File: config.mk
export PLATFORM = sky130hd
export DESIGN_NAME = uart_rx_corr5
export DESIGN_NICKNAME = d
export VERILOG_FILES = /design/src/rtl/uart_rx_corr5.sv
export SDC_FILE = /design/constraint.sdc
export NUM_CORES = 1
export LEC_CHECK = 0
export ABC_AREA = 1
export BUFFER_PORTS_ARGS = -buffer_cell sky130_fd_sc_hd__buf_2
export CAP_MARGIN = 40
export CELL_PAD_IN_SITES_DETAIL_PLACEMENT = 0
export CELL_PAD_IN_SITES_GLOBAL_PLACEMENT = 1
export CORE_ASPECT_RATIO = 1.4
export CORE_MARGIN = 2
export CORE_UTILIZATION = 40
export DETAILED_ROUTE_END_ITERATION = 7
export PLACE_DENSITY = 0.83
export SLEW_MARGIN = 25
export SYNTH_ARGS = -nofsm -noshare
export SYNTH_HDL_FRONTEND = slang
export SYNTH_SLANG_ARGS = --single-unit
File: constraint.sdc
create_clock -name clk -period 2.5 [get_ports clk]
set_clock_uncertainty 0.05 [all_clocks]
set_input_delay 0.25 -clock clk [delete_from_list [all_inputs] [get_ports clk]]
set_output_delay 0.25 -clock clk [all_outputs]
set_load 0.005 [all_outputs]
File: src/rtl/uart_rx_corr5.sv
// UART receiver (start, DATA_WIDTH data bits LSB-first, stop) with an AXI-Stream output and a one-entry holding buffer.
// Define UART_RX_MAJORITY_EN to make every bit decision a 2-of-3 vote around the bit centre.
module uart_rx_corr5 #(
    parameter int unsigned DATA_WIDTH = 8
) (
    input  logic                  clk,
    input  logic                  rst,
    output logic [DATA_WIDTH-1:0] m_axis_tdata,
    output logic                  m_axis_tvalid,
    input  logic                  m_axis_tready,
    input  logic                  rxd,
    output logic                  busy,
    output logic                  overrun_error,
    output logic                  frame_error,
    input  logic [15:0]           prescale
);

    localparam int unsigned CW = (DATA_WIDTH > 1) ? $clog2(DATA_WIDTH) : 1;

    typedef enum logic [1:0] {
        IDLE,
        START,
        DATA,
        STOP
    } state_t;

    state_t                state;
    logic                  rxd_reg;
    logic [1:0]            hist;
    logic                  sample;
    logic [18:0]           timer;
    logic [CW-1:0]         bit_cnt;
    logic [DATA_WIDTH-1:0] shift_reg;
    logic [DATA_WIDTH-1:0] hold_data;
    logic                  hold_full;
    logic [15:0]           ps;
    logic [18:0]           bit_reload;
    logic [18:0]           half_reload;
    logic                  tick;
    logic                  handshake;
    logic                  complete;

    assign ps          = (prescale == 16'd0) ? 16'd1 : prescale;
    assign bit_reload  = {ps, 3'b000} - 19'd1;
    assign half_reload = {1'b0, ps, 2'b00} - 19'd1;
    assign tick        = (timer == '0);
    assign handshake   = m_axis_tvalid & m_axis_tready;
    assign complete    = (state == STOP) && tick && sample;

    // The decision cycle is one cycle after the nominal centre so that the
    // centre+1 sample is available; both builds share that timing.
`ifdef UART_RX_MAJORITY_EN
    assign sample = (rxd_reg & hist[0]) | (rxd_reg & hist[1]) | (hist[0] & hist[1]);
`else
    assign sample = hist[0];
`endif

    always_ff @(posedge clk) begin
        if (rst) begin
            state         <= IDLE;
            rxd_reg       <= 1'b1;
            hist          <= '1;
            timer         <= '0;
            bit_cnt       <= '0;
            shift_reg     <= '0;
            hold_data     <= '0;
            hold_full     <= 1'b0;
            m_axis_tdata  <= '0;
            m_axis_tvalid <= 1'b0;
            busy          <= 1'b0;
            overrun_error <= 1'b0;
            frame_error   <= 1'b0;
        end else begin
            rxd_reg     <= rxd;
            hist        <= {hist[0], rxd_reg};
            frame_error <= 1'b0;
            if (!tick) timer <= timer - 19'd1;

            case (state)
                IDLE: begin
                    if (!rxd_reg) begin
                        state <= START;
                        busy  <= 1'b1;
                        timer <= half_reload;
                    end
                end
                START: begin
                    if (tick) begin
                        if (!sample) begin
                            state   <= DATA;
                            bit_cnt <= '0;
                            timer   <= bit_reload;
                        end else begin
                            state <= IDLE;
                            busy  <= 1'b0;
                        end
                    end
                end
                DATA: begin
                    if (tick) begin
                        shift_reg <= {sample, shift_reg[DATA_WIDTH-1:1]};
                        timer     <= bit_reload;
                        if (bit_cnt == CW'(DATA_WIDTH - 1)) state <= STOP;
                        else bit_cnt <= bit_cnt + 1'b1;
                    end
                end
                STOP: begin
                    if (tick) begin
                        state <= IDLE;
                        busy  <= 1'b0;
                        if (!sample) frame_error <= 1'b1;
                    end
                end
                default: state <= IDLE;
            endcase

            // Completion is evaluated after the handshake so that a new byte
            // landing on a busy slot overrides the handshake's flag clear.
            if (handshake) begin
                overrun_error <= 1'b0;
                if (hold_full) begin
                    m_axis_tdata <= hold_data;
                    hold_full    <= 1'b0;
                end else begin
                    m_axis_tvalid <= 1'b0;
                end
            end

            if (complete) begin
                if (!m_axis_tvalid || (handshake && !hold_full)) begin
                    m_axis_tdata  <= shift_reg;
                    m_axis_tvalid <= 1'b1;
                end else begin
                    hold_data     <= shift_reg;
                    hold_full     <= 1'b1;
                    overrun_error <= 1'b1;
                end
            end
        end
    end

endmodule

* Word-level counts from Yosys, hierarchy flattened
Cells that the tools add are included.
** Cells by class
- Add/subtract/negate cells :: 4
- Equal/unequal tests :: 12
- Multiplexer cells :: 39
- Bitwise logic cells :: 4
- Reduce and logical (&&, ||, !) cells :: 17
** Operators with widths (number)
- $mux 19 :: 5
- $pmux 19 s3 :: 1
- $sub 19x1->19 const B :: 2
- $mux 8 :: 4
- $logic_not 19->1 :: 1
- $sub 18x1->19 const B :: 1
- $logic_not 16->1 :: 1
- $mux 16 :: 1
- $ne 2x2->1 const B :: 8
- $mux 1 :: 15
- $reduce_and 5->1 :: 3
- $mux 2 :: 6
- $mux 3 :: 4
- $pmux 2 s4 :: 1
- $pmux 3 s2 :: 1
- $eq 2x2->1 const B :: 2
- $reduce_and 2->1 :: 2
- $add 3x1->3 const B :: 1
- $eq 3x3->1 const B :: 1
- $logic_and 1x1->1 :: 3
- $not 1->1 :: 3
- $pmux 1 s3 :: 1
- $reduce_bool 3->1 :: 1
- $reduce_or 3->1 :: 1
- other kinds (6) :: 7
** Storage, ports and cells
- Bits in registers :: 55
- Input bits :: 20
- Output and inout port bits :: 12
- Word-level logic and storage cells :: 89

* Longest topological paths before layout
- Depth in word-level cells :: 6
- Mapped depth :: 17
- Depth with buffers taken out :: 17

* Least setup slack after synthesis
OpenSTA, ideal clock, no wires.
- Path kind :: input to register
- From :: in prescale[0]
- To :: reg timer[16]
- Setup time :: 109 ps
- Data arrival time :: 1856 ps
- Data required time :: 2341 ps
- Slack :: 485 ps
- Stages :: 17
- Path buffers :: 0
- Cells stage by stage :: inv_1 nand3_1 nor2_1 nand2_1 nand2_1 inv_1 ha_1 nand2_1 nor2_1 nand2_1 nor2_1 nand2_1 xor2_1 nand2_1 nand3_1 nand2_1 inv_1
** Between the ends
- Longest elaborated chain between the ends :: 6
- Elaborated cells between the ends (all ways) :: 9
- Those cells by class :: 2 x add/sub; 6 x mux; 1 x reduce/logical
** Ends and longest elaborated chain
- from (decl) :: line 15 : input logic [15:0] prescale
- $logic_not 16->1 :: line 43 : assign ps = (prescale == 16'd0) ? 16'd1 : prescale;
- $mux 16 (*) :: line 43
- $sub 19x1->19 :: line 44 : assign bit_reload = {ps, 3'b000} - 19'd1;
- $mux 19 :: line 89 : if (!sample) begin
- $mux 19 :: line 88 : if (tick) begin
- $pmux 19 s3 (*) :: line 79 : case (state)
- to (signal assigned) :: line 77 : if (!tick) timer <= timer - 19'd1;
- to (signal assigned) :: line 84 : timer <= half_reload;
- to (signal assigned) :: line 92 : timer <= bit_reload;
- to (decl) :: line 31 : logic [18:0] timer;
Every way passes the cells marked *; elsewhere a longest branch is shown, timed or not.
A chain may end at the register's enable or synchronous reset.

* Final worst setup path
- From :: reg timer[0]
- To :: reg hold_data[2]
** Between the ends
- Longest elaborated chain between the ends :: 4
** Ends and longest elaborated chain
- $logic_not 19->1 :: line 46 : assign tick = (timer == '0);
- $logic_and 1x1->1 (2 in series) :: line 48 : assign complete = (state == STOP) && tick && sample;
- $reduce_and 2->1 (no source line)
- to (signal assigned) :: line 134 : hold_data <= shift_reg;
- to (decl) :: line 34 : logic [DATA_WIDTH-1:0] hold_data;
No other way between the ends.

==> reports/summary.log <==
INFO  outcome        outcome=complete, no violations
INFO  floorplanning  dieHeight=111um
INFO  synthesis      async_flop_share=0%
INFO  synthesis      synthMostInstantiatedCell=sky130_fd_sc_hd__nand2_1
INFO  floorplanning  placement_rows=38
INFO  floorplanning  initial_utilization=41.5%
INFO  clock_network  cts_sinks=55
INFO  placement      placed_cells=613
INFO  routing        drt_pre_antenna_iters=4
INFO  finish         fin_nets=545
INFO  setup_path     cp_data_arrival_time=2.38ns
INFO  synthesis      synth_enable_flop_cells=0
INFO  routing        detail_route.iter0.violations=141
INFO  clock_network  post_cts.resized_instances=0
INFO  synthesis      synthesized_netlist_cell_count=486
INFO  grt            globalRoute.totalOverflow=0
INFO  pwr            ir_worst_vdd=0.409mV
INFO  setup_path     r2r_end=hold_data[2]
INFO  setup_path     startpoint_class=flip-flop
INFO  placement      place_congestion=0.915
INFO  finish         area_growth_syn_to_layout=11.8%
INFO  setup_path     crit_path_max_fanout=12
INFO  clock_network  worst_setup_hold_path_clk_slew=0.11ns
INFO  placement      io_buffer_count=31
INFO  sta            finalWorstPathRequiredPeriod=2.19ns
INFO  sta            max_clock_freq=457MHz
INFO  routing        vias=3269
INFO  clock_network  cts_buffers=5
INFO  placement      detailed_place_hpwl=6.59mm
INFO  synthesis      synth_area_leader_cell=sky130_fd_sc_hd__dfxtp_1
INFO  sta            worst_pin_slew=0.640ns
INFO  floorplanning  chipWidth=80.2um
INFO  min_path       hold_class=in2reg
INFO  clock_network  insertion_delay=0.31ns
INFO  synthesis      share_of_yosys_cell_area_claimed_by_the_top_area_cell_type=33.9%
INFO  setup_path     timing.reg2reg.setup_slack=0.31ns
INFO  synthesis      synth.net_count=511
INFO  finish         multiInputGateArea=1870um2
INFO  run            maxCapViolations=0
INFO  clock_network  cts-hold-fix-buffers=0
INFO  synthesis      synth_seq_area_share=33.9%
INFO  sta            unrepaired_setup_endpoints_after_global_routing=false
INFO  synthesis      synth_flop_cell=sky130_fd_sc_hd__dfxtp_1
INFO  clock_network  cts-root-buf=sky130_fd_sc_hd__clkbuf_8
INFO  setup_path     criticalPathCategory=reg2reg
INFO  synthesis      synth_top_cells_by_area=sky130_fd_sc_hd__dfxtp_1 34%, sky130_fd_sc_hd__nand2_1 12%, sky130_fd_sc_hd__nor2_1 7.7%
INFO  floorplanning  io_pins=32
INFO  sta            final-max-slew-violation-count=0
INFO  routing        post-route-drc-count=0
INFO  synthesis      synthTopCellsByCount=108 x sky130_fd_sc_hd__nand2_1, 67 x sky130_fd_sc_hd__nor2_1, 55 x sky130_fd_sc_hd__dfxtp_1
INFO  finish         flip_flop_count_of_the_largest_register_all_copies_and_words_added=19
INFO  pwr            total_leakage_power=0.00170uW
INFO  routing        totalWireLength=8.56mm
INFO  clock_network  cts_setup_buffers=0
INFO  setup_path     timing.rr.start=timer[0]
INFO  synthesis      ys_warnings=0
INFO  finish         max_flop_register=timer
INFO  pwr            cellPowerDensity=809nW/um2
INFO  finish         layout-drive-gt1-share=14.4%
INFO  min_path       worst_hold_startpoint=rxd
INFO  routing        drtAntennaViolNets=0
INFO  finish         fillCellCount=840
INFO  sta            final.hold.worst_slack=0.0593ns
INFO  clock_network  tritoncts=built
INFO  synthesis      netlist-cell-type-count=40
INFO  floorplanning  placeableCoreArea=7850um2
INFO  synthesis      synth.avg_cell_area=6.69um2
INFO  setup_path     rr_worst_depth=10
INFO  floorplanning  dieArea=8880um2
INFO  grt            grt_util_all_layers=20.2%
INFO  sta            setup_total_negative_slack=0ns
INFO  routing        post_drt_wl_per_cell=13.8um
INFO  min_path       hold_end=rxd_reg
INFO  sta            maxSlewHeadroom=57.3%
INFO  finish         final_cells=621
INFO  setup_path     timing.critical_path.to_type=flip-flop
INFO  grt            first_global_vias=3152
INFO  clock_network  clockBufferDepth=2
INFO  finish         antennaDiodeCount=0
INFO  routing        avgViaCountPerCell=5.26
INFO  synthesis      netlist_area=3250um2
INFO  finish         seqCellArea=1100um2
INFO  grt            maximum_number_of_pins_on_one_net_before_global_route_repair=24
INFO  grt            grt_antenna_before_repair=0
INFO  setup_path     worst_ep_required_time=2.69ns
INFO  sta            final_worst_path_cycle_share=87.6%
INFO  grt            wire_length_of_the_first_global_routing_pass=14.4mm
INFO  min_path       whs_path_cells=2
INFO  clock_network  cts-htree-levels=2
INFO  sta            setup_violations=0
INFO  synthesis      ys_seq_elements=55
INFO  sta            hold_violation_total_from_the_final_report=0
## critical path: stages, from the launching register on
cell	delay, ns
sky130_fd_sc_hd__dfxtp_1	0.33
sky130_fd_sc_hd__inv_1	0.16
sky130_fd_sc_hd__ha_1	0.26
sky130_fd_sc_hd__nand2_2	0.10
sky130_fd_sc_hd__nor2_4	0.20
sky130_fd_sc_hd__nand3_4	0.21
sky130_fd_sc_hd__nor3_4	0.24
sky130_fd_sc_hd__nand2_2	0.21
sky130_fd_sc_hd__inv_2	0.17
sky130_fd_sc_hd__nand2_1	0.06
sky130_fd_sc_hd__a21oi_1	0.14
## placed cells by master, fill, tap and decap left out, types with 2 or more instances in the layout
| cell type | Yosys | final |
|---|---|---|
| sky130_fd_sc_hd__inv_2 | 2 | 2 |
| sky130_fd_sc_hd__nor2_4 | 4 | 4 |
| sky130_fd_sc_hd__nand3_4 | 2 | 2 |
| sky130_fd_sc_hd__buf_2 | 5 | 31 |
| sky130_fd_sc_hd__dfxtp_1 | 55 | 55 |
| sky130_fd_sc_hd__ha_1 | 5 | 5 |
| sky130_fd_sc_hd__nand3_1 | 45 | 45 |
| sky130_fd_sc_hd__clkbuf_8 | 0 | 6 |
| sky130_fd_sc_hd__nor2_2 | 3 | 3 |
| sky130_fd_sc_hd__nor4_1 | 2 | 2 |
| sky130_fd_sc_hd__a21oi_1 | 23 | 23 |
| sky130_fd_sc_hd__nand4_1 | 15 | 15 |
| sky130_fd_sc_hd__o211ai_1 | 2 | 2 |
| sky130_fd_sc_hd__nor3_1 | 6 | 6 |
| sky130_fd_sc_hd__or2_2 | 5 | 5 |
| sky130_fd_sc_hd__o21ai_0 | 27 | 27 |
| sky130_fd_sc_hd__xnor2_1 | 4 | 4 |
| sky130_fd_sc_hd__o21bai_1 | 3 | 3 |
| sky130_fd_sc_hd__nand2_2 | 5 | 5 |
| sky130_fd_sc_hd__nor2_1 | 67 | 67 |
| sky130_fd_sc_hd__inv_1 | 51 | 51 |
| sky130_fd_sc_hd__nand2_1 | 108 | 108 |
| sky130_fd_sc_hd__nand3b_1 | 2 | 2 |
| sky130_fd_sc_hd__buf_4 | 3 | 11 |
| sky130_fd_sc_hd__xor2_1 | 15 | 15 |
| sky130_fd_sc_hd__a31oi_1 | 8 | 8 |
## worst max-delay path by stage
| stage | startpoint | to | slack, ns | cells after the start |
|---|---|---|---|---|
| 6_report | timer[0] | hold_data[2] | 0.31 | 10 |
| 5_1_grt | timer[0] | timer[18] | 0.12 | 11 |
| 4_1_cts | timer[0] | hold_data[2] | 0.29 | 10 |
| 3_5_place_dp | prescale[5] | timer[16] | 0.18 | 18 |
| 3_3_place_gp | prescale[5] | timer[16] | 0.21 | 18 |
| 2_1_floorplan | prescale[0] | timer[16] | 0.48 | 17 |
## kinds of logic after synthesis
kind of cell	share of synthesized area, %
fa+ha+maj	1.92
xor+xnor	5.12
simple gates	38.2
buf+inv	8.62
flops	33.9
compound gates	12.3
## final cells by class
type | count | share of cell area, %
Sequential cell | 55 | 30.3
Clock inverter | 2 | 0.551
Clock buffer | 6 | 2.27
Multi-Input combinational cell | 363 | 51.4
Tap cell | 100 | 3.44
Timing Repair Buffer | 42 | 6.54
Inverter | 53 | 5.47
## routing by layer
metal  track usage [%]  vias to the layer above  part of all wire [%]  wire [um]
met5                 0                        -                     0          0
li1                  -                     1657                     -          -
met2              37.2                       53                    52       4490
met3              2.52                       19                   2.4        208
met4              7.23                        0                   3.2        271
met1              23.1                     1540                    42       3590
## report_power, final
| part | internal, uW | switching [uW] | total [uW] |
|---|---|---|---|
| sequential | 978 | 115 | 1090 |
| combinational | 496 | 800 | 1300 |
| clock | 234 | 318 | 552 |
| total | 1710 | 1230 | 2940 |
## through the flow
| step | util, % | worst slack (ns) | cell area [um2] | total power, uW |
|---|---|---|---|---|
| floorplan | - | 0.485 | 3250 | 2060 |
| CTS | 46.3 | 0.287 | 3640 | 2970 |
| global placement | 45.0 | 0.210 | 3530 | 2400 |
| global route | 46.3 | 0.118 | 3640 | 3190 |
| detailed placement | 45.0 | 0.176 | 3530 | 2410 |
| finish | 46.3 | 0.311 | 3640 | 2940 |
Power figures use the tool's default switching activity.
